`src/rtl/ras_ckpt_if.sv`:
```
// Fetch-side bundle of the return address stack: call/return/branch controls
// in, top-of-stack prediction and checkpoint status out.
interface ras_ckpt_if #(
  parameter int unsigned ADDR_W = 32
);
  logic              push;
  logic              pop;
  logic [ADDR_W-1:0] new_addr;
  logic [ADDR_W-1:0] addr;
  logic              addr_valid;
  logic              branch_fetched;
  logic              branch_retired;
  logic              flush;
  logic              ckpt_full;
  logic              ckpt_overflow;

  modport master (
    output push, pop, new_addr, branch_fetched, branch_retired, flush,
    input  addr, addr_valid, ckpt_full, ckpt_overflow
  );

  modport slave (
    input  push, pop, new_addr, branch_fetched, branch_retired, flush,
    output addr, addr_valid, ckpt_full, ckpt_overflow
  );
endinterface

```
`src/rtl/ras_ckpt.sv`:
```
// Return address stack with a FIFO of speculative {tos, count} checkpoints;
// flush restores from the oldest outstanding checkpoint.
module ras_ckpt #(
  parameter int unsigned ENTRIES    = 8,
  parameter int unsigned ADDR_W     = 32,
  parameter int unsigned CKPT_DEPTH = 4
) (
  input  logic         clk,
  input  logic         rst,
  ras_ckpt_if.slave    bus
);

  localparam int unsigned PTR_W = $clog2(ENTRIES);
  localparam int unsigned CNT_W = $clog2(ENTRIES + 1);
  localparam int unsigned CK_W  = $clog2(CKPT_DEPTH);
  localparam int unsigned OCC_W = $clog2(CKPT_DEPTH + 1);

  typedef struct packed {
    logic [PTR_W-1:0] tos;
    logic [CNT_W-1:0] count;
  } ckpt_t;

  logic [ADDR_W-1:0] mem [ENTRIES];
  ckpt_t             fifo [CKPT_DEPTH];

  logic [PTR_W-1:0]  tos, tos_nxt, base_tos;
  logic [CNT_W-1:0]  count, count_nxt, base_count;
  logic [CK_W-1:0]   head, tail;
  logic [OCC_W-1:0]  occ, occ_nxt;
  logic              overflow;

  logic              restore;
  logic              mem_we;
  logic [PTR_W-1:0]  mem_waddr;
  logic              enq, deq, full;

  assign full    = (occ == OCC_W'(CKPT_DEPTH));
  assign restore = bus.flush && (occ != '0);

  // Stack next state is computed from the restored base, so a flush and a
  // call/return in the same cycle compose.
  always_comb begin
    base_tos   = restore ? fifo[head].tos   : tos;
    base_count = restore ? fifo[head].count : count;
    tos_nxt    = base_tos;
    count_nxt  = base_count;
    mem_we     = 1'b0;
    mem_waddr  = base_tos;
    if (bus.push && bus.pop) begin
      mem_we = 1'b1;
    end else if (bus.push) begin
      tos_nxt   = base_tos + PTR_W'(1);
      count_nxt = (base_count == CNT_W'(ENTRIES)) ? base_count : base_count + CNT_W'(1);
      mem_we    = 1'b1;
      mem_waddr = base_tos + PTR_W'(1);
    end else if (bus.pop) begin
      tos_nxt   = base_tos - PTR_W'(1);
      count_nxt = (base_count == '0) ? base_count : base_count - CNT_W'(1);
    end
  end

  // A fetch while full is only accepted when a retire frees the head slot.
  always_comb begin
    enq     = bus.branch_fetched && !bus.flush && (!full || bus.branch_retired);
    deq     = bus.branch_retired && !bus.flush && (occ != '0);
    occ_nxt = occ;
    if (enq && !deq) begin
      occ_nxt = occ + OCC_W'(1);
    end else if (deq && !enq) begin
      occ_nxt = occ - OCC_W'(1);
    end
  end

  always_ff @(posedge clk) begin
    if (rst) begin
      tos      <= '0;
      count    <= '0;
      head     <= '0;
      tail     <= '0;
      occ      <= '0;
      overflow <= 1'b0;
    end else begin
      tos   <= tos_nxt;
      count <= count_nxt;
      if (bus.flush) begin
        head <= '0;
        tail <= '0;
        occ  <= '0;
      end else begin
        if (enq) tail <= tail + CK_W'(1);
        if (deq) head <= head + CK_W'(1);
        occ <= occ_nxt;
      end
      if (bus.branch_fetched && full && !bus.branch_retired && !bus.flush) begin
        overflow <= 1'b1;
      end
    end
  end

  // Storage arrays carry no reset; validity is tracked by count and occ.
  always_ff @(posedge clk) begin
    if (!rst && mem_we) begin
      mem[mem_waddr] <= bus.new_addr;
    end
    if (!rst && enq) begin
      fifo[tail] <= '{tos: tos, count: count};
    end
  end

  assign bus.addr          = mem[tos];
  assign bus.addr_valid    = (count != '0);
  assign bus.ckpt_full     = full;
  assign bus.ckpt_overflow = overflow;

endmodule

```
`src/flat_wrapper.sv`:
```
// flat-port wrapper written by rule: the top's interface ports become plain ports
module ras_ckpt_flat 
#(
  parameter int unsigned ENTRIES    = 8,
  parameter int unsigned ADDR_W     = 32,
  parameter int unsigned CKPT_DEPTH = 4
)
  (clk, rst, bus_push, bus_pop, bus_new_addr, bus_branch_fetched, bus_branch_retired, bus_flush, bus_addr, bus_addr_valid, bus_ckpt_full, bus_ckpt_overflow);
  ras_ckpt_if #(.ADDR_W(ADDR_W)) bus_i ();
  input  logic clk;
  input  logic rst;
  input wire logic [$bits(bus_i.push)-1:0] bus_push;
  input wire logic [$bits(bus_i.pop)-1:0] bus_pop;
  input wire logic [$bits(bus_i.new_addr)-1:0] bus_new_addr;
  input wire logic [$bits(bus_i.branch_fetched)-1:0] bus_branch_fetched;
  input wire logic [$bits(bus_i.branch_retired)-1:0] bus_branch_retired;
  input wire logic [$bits(bus_i.flush)-1:0] bus_flush;
  output wire logic [$bits(bus_i.addr)-1:0] bus_addr;
  output wire logic [$bits(bus_i.addr_valid)-1:0] bus_addr_valid;
  output wire logic [$bits(bus_i.ckpt_full)-1:0] bus_ckpt_full;
  output wire logic [$bits(bus_i.ckpt_overflow)-1:0] bus_ckpt_overflow;
  assign bus_i.push = bus_push;
  assign bus_i.pop = bus_pop;
  assign bus_i.new_addr = bus_new_addr;
  assign bus_i.branch_fetched = bus_branch_fetched;
  assign bus_i.branch_retired = bus_branch_retired;
  assign bus_i.flush = bus_flush;
  assign bus_addr = bus_i.addr;
  assign bus_addr_valid = bus_i.addr_valid;
  assign bus_ckpt_full = bus_i.ckpt_full;
  assign bus_ckpt_overflow = bus_i.ckpt_overflow;
  ras_ckpt #(.ENTRIES(ENTRIES), .ADDR_W(ADDR_W), .CKPT_DEPTH(CKPT_DEPTH)) u_core (.clk(clk), .rst(rst), .bus(bus_i));
endmodule
```
`config.mk`:
```
export PLATFORM = sky130hd
export DESIGN_NAME = ras_ckpt_flat
export DESIGN_NICKNAME = d
export VERILOG_FILES = /design/src/rtl/ras_ckpt_if.sv /design/src/rtl/ras_ckpt.sv /design/src/flat_wrapper.sv
export SDC_FILE = /design/constraint.sdc
export NUM_CORES = 1
export LEC_CHECK = 0
export ABC_CLOCK_PERIOD_IN_PS = 4240
export CORE_MARGIN = 2
export CORE_UTILIZATION = 53
export CTS_CLUSTER_DIAMETER = 30
export DETAILED_ROUTE_END_ITERATION = 16
export HOLD_SLACK_MARGIN = 0.03
export PLACE_DENSITY = 0.75
export SYNTH_ARGS = -nofsm -noshare
export SYNTH_HDL_FRONTEND = slang
export SYNTH_SLANG_ARGS = --single-unit
```
`constraint.sdc`:
```
create_clock -name clk -period 4.24 [get_ports clk]
set_clock_uncertainty 0.2 [all_clocks]
set_input_delay 0.424 -clock clk [delete_from_list [all_inputs] [get_ports clk]]
set_output_delay 0.424 -clock clk [all_outputs]
set_load 0.02 [all_outputs]
```
Word-level counts from Yosys, hierarchy flattened
Memories as Yosys holds them, arrays and structs flattened. A register that Yosys moved wholly into a read port is not among the register bits.
Cells that the tools add are included.
Cells by class
  eq/ne operators: 2
  reductions and logical operators: 25
  add/sub/neg operators: 8
  multiplexer cells: 23
Operator list (count)
  two-way mux 3 bit: 9
  two-way mux 4 bit: 6
  logical AND 1 bit: 13
  adder 3 x 1 -> 3 bit (second input constant): 2
  zero test 1 bit: 6
  two-way mux 1 bit: 6
  subtractor 3 x 1 -> 3 bit (second input constant): 2
  adder 2 x 1 -> 2 bit (second input constant): 2
  adder 4 x 1 -> 4 bit (second input constant): 1
  == test 4 bit (second input constant): 1
  zero test 4 bit: 1
  two-way mux 2 bit: 2
  nonzero test 4 bit: 1
  subtractor 4 x 1 -> 4 bit (second input constant): 1
  == test 3 bit (second input constant): 1
  nonzero test 3 bit: 1
  nonzero test 2 bit: 1
  OR reduction 2 bit: 1
  logical OR 1 bit: 1
Word-level totals
  logic and storage cells: 66
  memories kept: 2
  memory bits (writable): 284
  input bits: 39
  flip-flop bits (word level): 15
Memories
  u_core.mem: words 8, bits a word 32, rd ports 1, clocked after memory_dff 1, write ports 1, line ras_ckpt.sv:23  | logic [ADDR_W-1:0] mem [ENTRIES];
  u_core.fifo: words 4, bits a word 7, rd ports 1, clocked after memory_dff 1, write ports 1, line ras_ckpt.sv:24  | ckpt_t fifo [CKPT_DEPTH];

Logic depth before layout (Yosys ltp)
Gate-level depths: netlist (run 1).
  word-level depth: 8
  depth in mapped cells: 9

Worst setup path before layout (run 1)
Ideal clock, no wire load.
  path kind: flip-flop to flip-flop
  from: register u_core.occ[2]
  to: memory u_core.mem[0][0] (enable)
  buffers on the path: 0
  slack: 0.204 ns
  arrival time: 3.415 ns
  stages on the path, launching flop included: 8
  data required time: 3.619 ns
  cells stage by stage: dfxtp_1 -> o31ai_4 -> mux2i_1 -> ha_1 -> nor2_1 -> a21oi_1 -> or3_1 -> nor2_1
On the way
  longest elaborated chain between the ends: 6
RTL lines
  start, declared: line ras_ckpt.sv:29  | logic [OCC_W-1:0] occ, occ_nxt;
  start signal, assigned: line ras_ckpt.sv:92  | occ <= occ_nxt;
  nonzero test 3 bit (*): line ras_ckpt.sv:38  | assign restore = bus.flush && (occ != '0);
  logical AND 1 bit (*): line ras_ckpt.sv:38
  two-way mux 3 bit (*): line ras_ckpt.sv:43  | base_tos = restore ? fifo[head].tos : tos;
  adder 3 x 1 -> 3 bit: line ras_ckpt.sv:55  | mem_waddr = base_tos + PTR_W'(1);
  two-way mux 3 bit: line ras_ckpt.sv:51  | end else if (bus.push) begin
  two-way mux 3 bit (*): line ras_ckpt.sv:49  | if (bus.push && bus.pop) begin
  end, declared: line ras_ckpt.sv:23
Mark *: on every way between the ends. The rest lies on a longest branch, timed or not.

==> results of run 1 <==
-- per-layer routing --
| metal | track usage | routed length (microns) | vias up |
|---|---|---|---|
| met3 | 0.03913 | 1469 | 35 |
| met4 | 0.06129 | 444 | 0 |
| met1 | 0.2601 | 8684 | 2950 |
| met5 | 0 | 0 | - |
| met2 | 0.3440 | 12100 | 202 |
| li1 | - | - | 2482 |
-- worst paths after layout --
| kind | from | end | slack [ns] | depth (start not counted) |
|---|---|---|---|---|
| hold / removal | u_core.bus.ckpt_overflow | u_core.bus.ckpt_overflow | 0.28 | 2 |
| setup reg to reg | u_core.occ[2] | u_core.mem[5][13] | 0.71 | 8 |
| hold reg to reg | u_core.bus.ckpt_overflow | u_core.bus.ckpt_overflow | 0.28 | 2 |
| setup / recovery | u_core.tos[0] | bus_addr[7] | 0.59 | 4 |
-- synthesized netlist by cell type (all sizes together), types with 5 or more instances --
master	instances
a211oi	5
buf	10
clkbuf	14
dfxtp	17
edfxtp	284
ha	9
inv	12
mux2	34
mux2i	9
mux4	71
nand2	6
nor2	21
xnor2	5
xor2	5
-- metrics by stage --
stage                     setup WS, ns  instance area (sq um)
final                           0.5885                  14470
after floorplan                 0.2037                  11770
after global placement          0.6251                  13010
after global routing            0.4036                  14470
after CTS                       0.4874                  14470
after detailed placement        0.5627                  13010
-- state kept, by name (all words and copies together), names as in the netlist, named ones only --
signal,flops
u_core.mem,256
u_core.fifo,28
u_core.occ,3
u_core.tail,2
u_core.head,2
u_core.count,4
u_core.tos,3
u_core.bus.ckpt_overflow,1
-- power by group --
group          total, W  leakage (nW)  switching (W)  internal (W)
clock network   0.00352         0.707        0.00126       0.00226
registers       0.00345          2.71      0.0000833       0.00337
logic          0.000990          1.27       0.000489      0.000501
total           0.00796          4.69        0.00183       0.00613
-- worst max-delay path, cell delays in order, from the launching register on --
cell	delay (ns)
dfxtp_4	0.73
buf_4	0.36
mux4_2	0.56
mux2_2	0.30
clkdlybuf4s50_1	0.54
-- final cells by class --
type | count | share of cell area
Clock buffer | 50 | 0.07914
Timing Repair Buffer | 89 | 0.06400
Clock inverter | 28 | 0.02154
Sequential cell | 301 | 0.6136
Inverter | 12 | 0.003114
Tap cell | 280 | 0.02422
Multi-Input combinational cell | 206 | 0.1943
-- cells by family after synthesis --
kind of cell | share of synthesized area
muxes | 0.1774
DFF | 0.7536
and+or+nand+nor | 0.02233
adders and majority gates | 0.01127
buffers and inverters | 0.01265
xor gates and xnor gates | 0.007442
AOI/OAI and AO/OA | 0.01531
==> results.py, run 1 <==
metrics = {
    "run_status": {
        "outcome": "finished, final reports clean",
    },
    "grt": {
        "grt_pass1_wl_mm": 35.11,
        "grt_max_degree": 36,
        "track_usage": 0.1995,
        "globalRouteOverflowTotal": 0,
        "grt_pass1_vias": 6023,
        "antenna_found_initial": 0,
    },
    "place": {
        "hpwl_mm": 12.63,
        "dpl.cell_count": 888,
        "gp_congestion": 0.8152,
        "io_buffers": 73,
    },
    "final_layout": {
        "drive_gt1_frac": 0.3061,
        "syn_to_final_growth_pct": 22.92,
        "final_common_cell": "edfxtp_1",
        "final_cells": 966,
        "fillers": 1366,
        "seqCellArea_sq_mm": 0.008877,
        "diodes": 0,
        "layout_common_cells": "284 x edfxtp_1, 73 x clkdlybuf4s50_1, 71 x mux4_2",
        "fin_nets": 703,
        "utilization": 0.6629,
        "multi_input_area_sq_mm": 0.002811,
    },
    "power": {
        "power.density_mw_per_mm2": 550.3,
        "vdd_ir_drop_max_v": 0.0004229,
        "p_total_w": 0.007961,
        "p_leak_nw": 4.690,
    },
    "clock_network": {
        "clk_path_buf_depth": 3,
        "clk_pin_slew_ns": 0.05,
        "cts-root-buf": "clkbuf_16",
        "clk_latency_ns": 0.51,
        "htree_levels": 2,
        "cts_tree": "done",
        "post_cts_resized": 0,
        "cts_hold_buf": 0,
        "numCtsBuffers": 44,
        "numClockSinks": 301,
        "cts_setup_buffers": 0,
    },
    "timing": {
        "slew_viol_final": 0,
        "min_period_ns": 3.652,
        "slew_headroom": 0.5250,
        "rsz0062_at_grt": "false",
        "finalCritPeriodShare": 0.8612,
        "worst_slew_pin_slew_ns": 0.7110,
        "whs_ns": 0.2799,
        "final_hold_viol_count": 0,
        "timing.setup.tns_ns": 0,
        "fmax_ghz": 0.2739,
        "finalSetupViolCount": 0,
    },
    "drt": {
        "post-route-drc-count": 0,
        "wl_mm": 22.70,
        "wl_per_cell_microns": 23.50,
        "drt-initial-drc-count": 433,
        "antenna_left": 0,
        "via_per_inst": 5.869,
        "dr.pass1.iters": 4,
        "vias": 5669,
    },
    "worst_hold_path": {
        "worstHoldPathType": "register to register",
    },
    "die": {
        "placementRows": 54,
        "core-area_sq_mm": 0.02182,
        "fp.dieH_microns": 153.0,
        "pin_count": 74,
        "die_area_sq_mm": 0.02341,
        "initial_utilization": 0.5393,
        "dieWidth_microns": 153.0,
    },
    "critical_path": {
        "critPathRequiredTime_ns": 3.62,
        "worst-path-max-fanout": 32,
        "startpoint_type": "register",
        "setup.worst_path.class": "register to output pin",
        "crit_path_end_kind": "output pin",
        "crit_arrival_ns": 3.03,
    },
    "synthesis": {
        "synth_ff_type": "edfxtp_1",
        "synth_top_cell_area_share": 0.7246,
        "synth_edf_count": 284,
        "synth_fp_nets": 592,
        "yosysWarnings": 0,
        "ys_seq_area_frac": 0.7536,
        "avgSynthCellArea_sq_um": 21.67,
        "synth.area.top_cells": "edfxtp_1 72%, mux4_2 14%, mux2_2 3.2%",
        "ys_ff_latch": 301,
        "yosysTopAreaCell": "edfxtp_1",
        "async_flop_share": 0,
        "syn_area_sq_mm": 0.01177,
        "syn_inst": 543,
        "synthDistinctLibCells": 44,
    },
    "job": {
        "maxCapViolCount": 0,
    },
}
Note: power is estimated with default switching activity, not from simulation.
==> run 2, diff against run 1 <==
--- a/config.mk
+++ b/config.mk
@@ -7,11 +7,12 @@
 export LEC_CHECK = 0
 export ABC_CLOCK_PERIOD_IN_PS = 4240
 export CORE_MARGIN = 2
-export CORE_UTILIZATION = 53
+export CORE_UTILIZATION = 55
+export CTS_BUF_LIST = sky130_fd_sc_hd__clkbuf_4 sky130_fd_sc_hd__clkbuf_8
 export CTS_CLUSTER_DIAMETER = 30
 export DETAILED_ROUTE_END_ITERATION = 16
 export HOLD_SLACK_MARGIN = 0.03
-export PLACE_DENSITY = 0.75
+export PLACE_DENSITY = 0.78
 export SYNTH_ARGS = -nofsm -noshare
 export SYNTH_HDL_FRONTEND = slang
 export SYNTH_SLANG_ARGS = --single-unit
==> results.py, run 2 (synthesis results as in run 1) <==
metrics = {
    "clock_network": {
        "cts_hold_buf": 0,
        "cts_tree": "done",
        "cts-root-buf": "clkbuf_8",
        "clk_latency_ns": 0.56,
        "clk_pin_slew_ns": 0.06,
        "numCtsBuffers": 52,
        "cts_setup_buffers": 0,
        "htree_levels": 2,
        "post_cts_resized": 0,
        "clk_path_buf_depth": 3,
        "numClockSinks": 301,
    },
    "die": {
        "placementRows": 53,
        "initial_utilization": 0.5598,
        "core-area_sq_mm": 0.02102,
        "fp.dieH_microns": 150.3,
        "pin_count": 74,
        "die_area_sq_mm": 0.02258,
        "dieWidth_microns": 150.3,
    },
    "grt": {
        "grt_pass1_vias": 6053,
        "grt_max_degree": 39,
        "antenna_found_initial": 0,
        "globalRouteOverflowTotal": 0,
        "track_usage": 0.1959,
        "grt_pass1_wl_mm": 33.02,
    },
    "drt": {
        "via_per_inst": 5.731,
        "post-route-drc-count": 0,
        "drt-initial-drc-count": 328,
        "antenna_left": 0,
        "wl_per_cell_microns": 21.64,
        "dr.pass1.iters": 5,
        "wl_mm": 21.25,
        "vias": 5628,
    },
    "critical_path": {
        "crit_arrival_ns": 3.00,
        "setup.worst_path.start": "u_core.tos[1]",
        "max_stage_delay_ns": 0.62,
        "setup.worst_path.class": "register to output pin",
        "worstRegToRegCells": 8,
        "rr_endpoint": "u_core.mem[0][14]",
        "crit_family": "buffers and inverters",
        "crit_path_end_kind": "output pin",
        "critPathRequiredTime_ns": 3.62,
        "cp.depth": 4,
        "cpMaxStageDelayCell": "dfxtp_4",
        "startpoint_type": "register",
        "worst-path-max-fanout": 38,
        "worst-path-buf-inv": 2,
        "crit_path_end": "bus_addr[0]",
        "regToRegStartpoint": "u_core.occ[1]",
        "crit_chain": "buf_4, mux4_2, mux2_2, clkdlybuf4s50_1",
        "reg2reg_slack_ns": 0.63,
    },
    "final_layout": {
        "drive_gt1_frac": 0.3225,
        "max_flop_register": "u_core.mem",
        "fin_nets": 713,
        "utilization": 0.6728,
        "syn_to_final_growth_pct": 20.18,
        "multi_input_area_sq_mm": 0.002811,
        "fillers": 1258,
        "diodes": 0,
        "final_common_cell": "edfxtp_1",
        "layout_common_cells": "284 x edfxtp_1, 73 x clkdlybuf4s50_1, 71 x mux4_2",
        "largest_reg_flops": 256,
        "seqCellArea_sq_mm": 0.008877,
        "reg.largest.list": "u_core.mem x256, u_core.fifo x28, u_core.count x4",
    },
    "timing": {
        "finalCritPeriodShare": 0.8550,
        "final_hold_viol_count": 0,
        "slew_headroom": 0.5553,
        "min_period_ns": 3.625,
        "worst_slew_pin_slew_ns": 0.6485,
        "slew_viol_final": 0,
        "fmax_ghz": 0.2758,
        "finalSetupViolCount": 0,
        "rsz0062_at_grt": "false",
        "timing.setup.tns_ns": 0,
    },
    "job": {
        "maxCapViolCount": 0,
    },
    "place": {
        "gp_congestion": 0.7384,
        "io_buffers": 73,
        "hpwl_mm": 13.16,
    },
    "power": {
        "power.density_mw_per_mm2": 508.2,
        "p_leak_nw": 4.569,
        "vdd_ir_drop_max_v": 0.0004066,
    },
    "run_status": {
        "outcome": "finished, final reports clean",
    },
    "worst_hold_path": {
        "worstHoldPathType": "register to register",
    },
}
-- run 2: cell count changes in the layout (fill, tap and decap cells not counted), moves of 2 or more --
| cell | before | now |
|---|---|---|
| clkbuf_4 | 0 | 10 |
| clkinvlp_4 | 2 | 4 |
| clkinv_4 | 8 | 2 |
| clkbuf_8 | 0 | 55 |
| clkbuf_16 | 45 | 0 |
| buf_4 | 10 | 13 |
| clkbuf_1 | 5 | 0 |
| clkinv_1 | 5 | 13 |
-- run 2: worst min path at each step --
stage	slack [ns]	cells after the start	from	end
after CTS	0.28	2	u_core.bus.ckpt_overflow	u_core.bus.ckpt_overflow
after global placement	0.26	2	u_core.bus.ckpt_overflow	u_core.bus.ckpt_overflow
after floorplan	0.26	0	u_core.tos[2]	u_core.fifo[0][6]
after global routing	0.31	2	u_core.bus.ckpt_overflow	u_core.bus.ckpt_overflow
final	0.29	2	u_core.bus.ckpt_overflow	u_core.bus.ckpt_overflow
after detailed placement	0.27	2	u_core.bus.ckpt_overflow	u_core.bus.ckpt_overflow
-- run 2: power by group --
part / switching [W] / internal, W / leakage, nW / total, W
registers: 0.0000703 / 0.00337 / 2.71 / 0.00344
logic: 0.000480 / 0.000502 / 1.28 / 0.000982
clock network: 0.00115 / 0.00162 / 0.577 / 0.00277
total: 0.00170 / 0.00549 / 4.57 / 0.00719
-- run 2: routing by layer --
metal / GRT usage / part of all wire / wire length [microns] / vias to the layer above
met5: 0 / 0 / 0 / -
met4: 0.06462 / 0.016 / 338 / 0
met3: 0.04242 / 0.056 / 1189 / 30
met2: 0.3332 / 0.52 / 11070 / 182
met1: 0.2539 / 0.41 / 8646 / 2907
li1: - / - / - / 2509
-- run 2: per-stage QoR --
step	power [W]	cell area, sq um	setup WS, ns	cells	hold WS, ns
3_3_place_gp	0.004464	13010	0.6009	885	0.2593
2_1_floorplan	0.004093	11770	0.2037	543	0.2583
6_report	0.007187	14140	0.6146	982	0.2862
4_1_cts	0.007254	14140	0.5458	982	0.2844
3_5_place_dp	0.004493	13010	0.4785	885	0.2675
5_1_grt	0.007441	14140	0.4336	982	0.3125
-- run 2: area by class of cell --
| class | instances | area share |
|---|---|---|
| multi-input cells | 206 | 0.1988 |
| clock buffers | 65 | 0.05883 |
| inverters | 12 | 0.003185 |
| well taps | 275 | 0.02433 |
| clock inverters | 32 | 0.02159 |
| repair buffers | 91 | 0.06564 |
| flip-flops and latches | 301 | 0.6277 |
-- run 2: tightest hold or removal path, stage by stage (launching register included) --
cell and delay [ns]:
dfxtp_1 0.34, a31oi_1 0.04, nor2_1 0.07
==> run 3, diff against run 2 <==
--- a/config.mk
+++ b/config.mk
@@ -6,6 +6,7 @@
 export NUM_CORES = 1
 export LEC_CHECK = 0
 export ABC_CLOCK_PERIOD_IN_PS = 4240
+export CAP_MARGIN = 5
 export CORE_MARGIN = 2
 export CORE_UTILIZATION = 55
 export CTS_BUF_LIST = sky130_fd_sc_hd__clkbuf_4 sky130_fd_sc_hd__clkbuf_8
==> results of run 3 <==
Final layout, timing and power as in run 2 (identical DEF).
